[src/rtl/starfield_pkg.sv]
// Shared constants and the LFSR step function for the parallax starfield.
// Hash multipliers are 16-bit odd constants; the products are truncated to 16 bits.
package starfield_pkg;

    localparam logic [15:0] LFSR_SEED      = 16'hACE1;
    localparam logic [15:0] LFSR_TAPS      = 16'hB400;
    localparam logic [15:0] HASH_MUL_COL   = 16'h9E37;
    localparam logic [15:0] HASH_MUL_ROW   = 16'h79B9;
    localparam logic [15:0] HASH_MUL_LAYER = 16'h3C6F;

    // 16-bit Galois LFSR, right-shifting.
    function automatic logic [15:0] lfsr_step(input logic [15:0] s);
        return s[0] ? ((s >> 1) ^ LFSR_TAPS) : (s >> 1);
    endfunction

endpackage

[src/rtl/starfield_hash.sv]
// Combinational per-layer star hash: decides whether (col,row) holds a star
// and exposes the top nibble of the hash as the twinkle key.
module starfield_hash
    import starfield_pkg::*;
#(
    parameter int          COL_BITS  = 10,
    parameter int          ROW_BITS  = 7,
    parameter int          LAYER_IDX = 0,
    parameter logic [11:0] DENSITY   = 12'd24
) (
    input  logic [COL_BITS-1:0] col_i,
    input  logic [ROW_BITS-1:0] row_i,
    output logic                star_raw_o,
    output logic [3:0]          key_o
);

    localparam logic [15:0] LAYER_TERM = 16'(16'(LAYER_IDX + 1) * HASH_MUL_LAYER);

    logic [15:0] h;

    assign h          = (16'(col_i) * HASH_MUL_COL) ^ (16'(row_i) * HASH_MUL_ROW) ^ LAYER_TERM;
    assign star_raw_o = (h[11:0] < DENSITY);
    assign key_o      = h[15:12];

endmodule

[src/rtl/starfield_layers.sv]
// Multi-layer parallax starfield: per-layer fractional scroll accumulators,
// a frame-rate twinkle LFSR, and a 2-stage pixel pipeline into a priority encoder.
module starfield_layers
    import starfield_pkg::*;
#(
    parameter int          LAYERS    = 3,
    parameter int          COL_BITS  = 10,
    parameter int          ROW_BITS  = 7,
    parameter int          FRAC_BITS = 2,
    parameter int          SPD_BITS  = 4,
    parameter int          PAL_BITS  = 3,
    parameter logic [11:0] DENSITY   = 12'd24
) (
    input  logic                         Clk,
    input  logic                         Reset_n,
    input  logic                         frame_start,
    input  logic                         scroll_en,
    input  logic                         twinkle_en,
    input  logic [LAYERS*SPD_BITS-1:0]   speed,
    input  logic                         pixel_valid,
    input  logic [COL_BITS-1:0]          DrawX,
    input  logic [ROW_BITS-1:0]          DrawY,
    output logic [PAL_BITS-1:0]          PalInd,
    output logic                         PalInd_valid
);

    localparam int ACC_W = ROW_BITS + FRAC_BITS;

    logic [ACC_W-1:0]    acc_q [LAYERS];
    logic [ACC_W-1:0]    acc_d [LAYERS];
    logic [15:0]         lfsr_q, lfsr_d;

    logic [ROW_BITS-1:0] row_d [LAYERS];
    logic [ROW_BITS-1:0] row_q [LAYERS];
    logic [COL_BITS-1:0] col_q;
    logic                vld1_q;
    logic [3:0]          twk_key_q;
    logic                twk_en_q;

    logic [LAYERS-1:0]   star_raw;
    logic [3:0]          key [LAYERS];
    logic [LAYERS-1:0]   star;
    logic [PAL_BITS-1:0] pal_d, pal_q;
    logic                vld2_q;

    always_comb begin
        for (int l = 0; l < LAYERS; l++) begin
            acc_d[l] = acc_q[l];
            if (frame_start && scroll_en)
                acc_d[l] = acc_q[l] + ACC_W'(speed[l*SPD_BITS +: SPD_BITS]);
            row_d[l] = DrawY + acc_q[l][ACC_W-1:FRAC_BITS];
        end
        lfsr_d = frame_start ? lfsr_step(lfsr_q) : lfsr_q;
    end

    // The twinkle key is captured with the pixel so a pixel coincident with
    // frame_start is judged against the pre-update LFSR.
    always_ff @(posedge Clk or negedge Reset_n) begin
        if (!Reset_n) begin
            for (int l = 0; l < LAYERS; l++) begin
                acc_q[l] <= '0;
                row_q[l] <= '0;
            end
            lfsr_q    <= LFSR_SEED;
            col_q     <= '0;
            vld1_q    <= 1'b0;
            twk_key_q <= '0;
            twk_en_q  <= 1'b0;
            pal_q     <= '0;
            vld2_q    <= 1'b0;
        end else begin
            for (int l = 0; l < LAYERS; l++) begin
                acc_q[l] <= acc_d[l];
                row_q[l] <= row_d[l];
            end
            lfsr_q    <= lfsr_d;
            col_q     <= DrawX;
            vld1_q    <= pixel_valid;
            twk_key_q <= lfsr_q[3:0];
            twk_en_q  <= twinkle_en;
            pal_q     <= pal_d;
            vld2_q    <= vld1_q;
        end
    end

    for (genvar g = 0; g < LAYERS; g++) begin : g_layer
        starfield_hash #(
            .COL_BITS  (COL_BITS),
            .ROW_BITS  (ROW_BITS),
            .LAYER_IDX (g),
            .DENSITY   (DENSITY)
        ) u_hash (
            .col_i      (col_q),
            .row_i      (row_q[g]),
            .star_raw_o (star_raw[g]),
            .key_o      (key[g])
        );
        assign star[g] = star_raw[g] && !(twk_en_q && (key[g] == twk_key_q));
    end

    // Lowest layer index wins: it is the nearest layer.
    always_comb begin
        pal_d = '0;
        for (int l = LAYERS - 1; l >= 0; l--) begin
            if (star[l])
                pal_d = PAL_BITS'(l + 1);
        end
        if (!vld1_q)
            pal_d = '0;
    end

    assign PalInd       = pal_q;
    assign PalInd_valid = vld2_q;

endmodule
[config.mk]
export PLATFORM = sky130hd
export DESIGN_NAME = starfield_layers
export DESIGN_NICKNAME = d
export VERILOG_FILES = /design/src/rtl/starfield_pkg.sv /design/src/rtl/starfield_hash.sv /design/src/rtl/starfield_layers.sv
export SDC_FILE = /design/constraint.sdc
export NUM_CORES = 1
export LEC_CHECK = 0
export ABC_AREA = 1
export CORE_MARGIN = 8
export CORE_UTILIZATION = 57
export DETAILED_ROUTE_END_ITERATION = 8
export HOLD_SLACK_MARGIN = 0.15
export PLACE_DENSITY_LB_ADDON = 0.25
export SYNTH_ARGS = -nofsm -noshare
export SYNTH_HDL_FRONTEND = slang
export SYNTH_HIERARCHICAL = 1
export SYNTH_SLANG_ARGS = --single-unit
[constraint.sdc]
create_clock -name Clk -period 15.5 [get_ports Clk]
set_clock_uncertainty 0.2 [all_clocks]
set_input_delay 3.1 -clock Clk [delete_from_list [all_inputs] [get_ports Clk]]
set_output_delay 3.1 -clock Clk [all_outputs]
set_load 0.1 [all_outputs]
==> results by group <==
Layout
  • Cell area after layout: 16,800 um2
  • Fillers: 2,427
  • Commonest non-fill, non-tap cells in the layout: inv_1, nand2_1, ha_1, fa_1, nand3_1
  • Layout cells sized above 1: 3.23%
  • Seq. cell area: 2090 um2
  • P&R area growth vs syn: 6.78%
  • N_diodes: 0
  • Nets@finish: 2,566
  • Commonest non-fill, non-tap cell in the layout: inv_1
  • Area of the multi-input gates: 11,600 um2

Yosys
  • Syn nets: 2,524
  • FFs w/ async S/R, synth: 100%
  • Post-synthesis cell area: 15,700 um2
  • Synth unique cells: 45
  • Post-Syn Area per Cell: 7.64 um2
  • Synthesized instance count: 2,057
  • Synth warn: 6
  • Number of flops mapped to enable cells by yosys: 0
  • Post-synth top flop: dfrtp_1
  • Seq/Total Area, Yosys: 13.3%
  • Flops & latches, synth: 83

STA
  • Fin. Hold Viols: 0
  • Actual slew at the worst max-slew pin: 1.05 ns
  • F_max: 170 MHz
  • Period Utilization, post-route: 38.0%
  • Slew headroom: 29.6%
  • Setup TNS: 0 ns
  • Final Critical Period: 5.88 ns
  • Final setup violation count: 0
  • Worst Slack Setup Final: 9.62 ns
  • RSZ-0062 raised after global routing: no
  • Fin. max-slew vios: 0

Die
  • Initial Util: 58.1%
  • Die Area: 33,100 um2
  • Die H: 182 um
  • CORE AREA: 27,000 um2
  • Site row count: 60
  • Io pins: 39
  • Die span in x: 182 um

Route
  • WL met1: 15.1 mm
  • Starting DRT DRC Count: 624
  • Max layer used: met4
  • DR WL/cell: 13.7 um
  • Wirelength, routed: 33.4 mm
  • DR DRC count: 0
  • Routed met3 length: 1.19 mm
  • ANT nets after route: 0
  • Vias per inst: 5.15
  • Total number of vias: 12,600
  • Drt first pass iters: 5
  • DR WL met2: 16.4 mm

Critical path
  • Crit start category: register
  • CP arrival: 5.92 ns
  • Worst EP required: 15.54 ns
  • Setup Crit Path Kind: reg2reg
  • CP max FO: 21
  • Setup crit end kind: register

Clocking
  • Hold buffers post-CTS: 0
  • Worst skew pair latency: 0.35 ns
  • TritonCTS clock tree: done
  • Reg clk slew, reported paths: 0.07 ns
  • Clock root cell: clkbuf_16
  • Clock sink total: 83
  • Cts bufs inserted: 9
  • Post-CTS Setup Repair Bufs: 0
  • CTS H-tree depth: 3
  • CTS resizes: 0
  • Maximum clock path buffer count: 2

Placed design
  • Port Buf Inserts: 37
  • Detail Placement HPWL: 28.9 mm
  • Post-Place Setup Slack: 9.66 ns
  • Placer Congestion: 0.939
  • Placed cell area: 16,500 um2

Status
  • Outcome: finished clean

Global route
  • First-pass GRT wire length: 58.5 mm
  • All-layer global routing usage: 21.2%
  • Initial antenna violation count: 0
  • GRT overflow: 0
  • Largest net degree at the start of global routing: 76
  • Vias in the first global route: 12,900

Worst hold path
  • HP Class: reg2reg

Job
  • Max-cap viol count: 0
[synthesized netlist by cell type (2+ instances only)]
| cell type | n | area share, % |
|---|---|---|
| a21boi_0 | 4 | 0.19 |
| a21o_1 | 7 | 0.33 |
| a21oi_1 | 50 | 1.6 |
| a21oi_2 | 4 | 0.22 |
| a31oi_1 | 9 | 0.36 |
| and2_1 | 4 | 0.16 |
| and3_1 | 2 | 0.080 |
| buf_2 | 2 | 0.064 |
| buf_6 | 2 | 0.14 |
| clkbuf_1 | 3 | 0.072 |
| dfrtp_1 | 75 | 12 |
| dfstp_2 | 8 | 1.3 |
| fa_1 | 168 | 21 |
| ha_1 | 264 | 21 |
| inv_1 | 519 | 12 |
| inv_2 | 2 | 0.048 |
| nand2_1 | 503 | 12 |
| nand2_2 | 8 | 0.32 |
| nand2_4 | 3 | 0.22 |
| nand2b_1 | 3 | 0.12 |
| nand3_1 | 122 | 3.9 |
| nand3_2 | 6 | 0.38 |
| nand3b_1 | 13 | 0.62 |
| nand4_1 | 18 | 0.72 |
| nor2_1 | 85 | 2.0 |
| nor2_2 | 6 | 0.24 |
| nor3_1 | 9 | 0.29 |
| o211ai_1 | 2 | 0.096 |
| o21ai_0 | 34 | 1.1 |
| o21ai_2 | 4 | 0.22 |
| o21bai_1 | 5 | 0.24 |
| or2_2 | 4 | 0.16 |
| xnor2_1 | 48 | 2.7 |
| xor2_1 | 50 | 2.8 |
[worst max-delay path, cell delays in order, from the launching register on]
cell and delay (ns):
dfrtp_1 0.96, inv_1 0.16, fa_1 0.56, inv_1 0.06, ha_1 0.30, inv_1 0.09, fa_1 0.56, fa_1 0.43
fa_1 0.49, inv_1 0.04, ha_1 0.35, inv_2 0.06, nor3_1 0.25, nand3_1 0.11, nand3_1 0.11, xor2_1 0.18
xor2_1 0.21, nand2_1 0.08, nand2_1 0.08, nand3_1 0.07, nor2_1 0.21, o21ai_0 0.11, inv_1 0.07, nor2_1 0.04
[flip-flops by register name, summed over array words and instances (netlist names)]
signal and flops:
vld1_q 1, twk_key_q 4, PalInd_valid 1, PalInd 2
row_q 21, twk_en_q 1, col_q 10, lfsr_q 16
acc_q 27
[metal layers]
layer  global-route usage, %  up-vias
li1                        -     6349
met3                    2.42       50
met4                    5.28        0
met5                       0        -
met2                    38.2      216
met1                    26.5     5975
[area by class of cell]
| cell class | count | share of cell area [%] |
|---|---|---|
| flip-flops and latches | 83 | 12.4 |
| repair buffers | 39 | 2.28 |
| clock inverters | 7 | 0.485 |
| inverters | 523 | 11.7 |
| clock buffers | 9 | 1.34 |
| well taps | 341 | 2.54 |
| multi-input cells | 1443 | 69.2 |
[cell families after synthesis]
family	synth area share, %
buffers and inverters	12.8
adder cells (fa/ha/maj)	42.4
other	0.0239
AND/OR/NAND/NOR	21.3
AO/OA/AOI/OAI	4.63
XOR/XNOR	5.46
flip-flops	13.3
[worst paths after layout]
path,startpoint,to,slack (ns),cells past startpoint
setup / recovery,col_q[1]$_DFF_PN0_,PalInd[1]$_DFF_PN0_,9.62,23
hold / removal,lfsr_q[3]$_DFFE_PN0P_,twk_key_q[3]$_DFF_PN0_,0.21,0
setup reg to reg,col_q[1]$_DFF_PN0_,PalInd[1]$_DFF_PN0_,9.62,23
hold reg to reg,lfsr_q[3]$_DFFE_PN0P_,twk_key_q[3]$_DFF_PN0_,0.21,0
max in group asynchronous,Reset_n,col_q[7]$_DFF_PN0_,11.55,2
min in group asynchronous,Reset_n,acc_q[13]$_DFFE_PN0P_,2.36,1
[metrics by stage]
step                util [%]  hold slack [ns]  instances
finish                  62.1            0.211       2445
global route            62.1            0.232       2445
CTS                     62.1            0.211       2445
detailed placement      60.9            0.194       2429
global placement        60.9            0.190       2429
floorplan                  -            0.174       2057
Power is not shown: default switching activity piles up to over one toggle a cycle in this logic, so the estimate is an artifact.
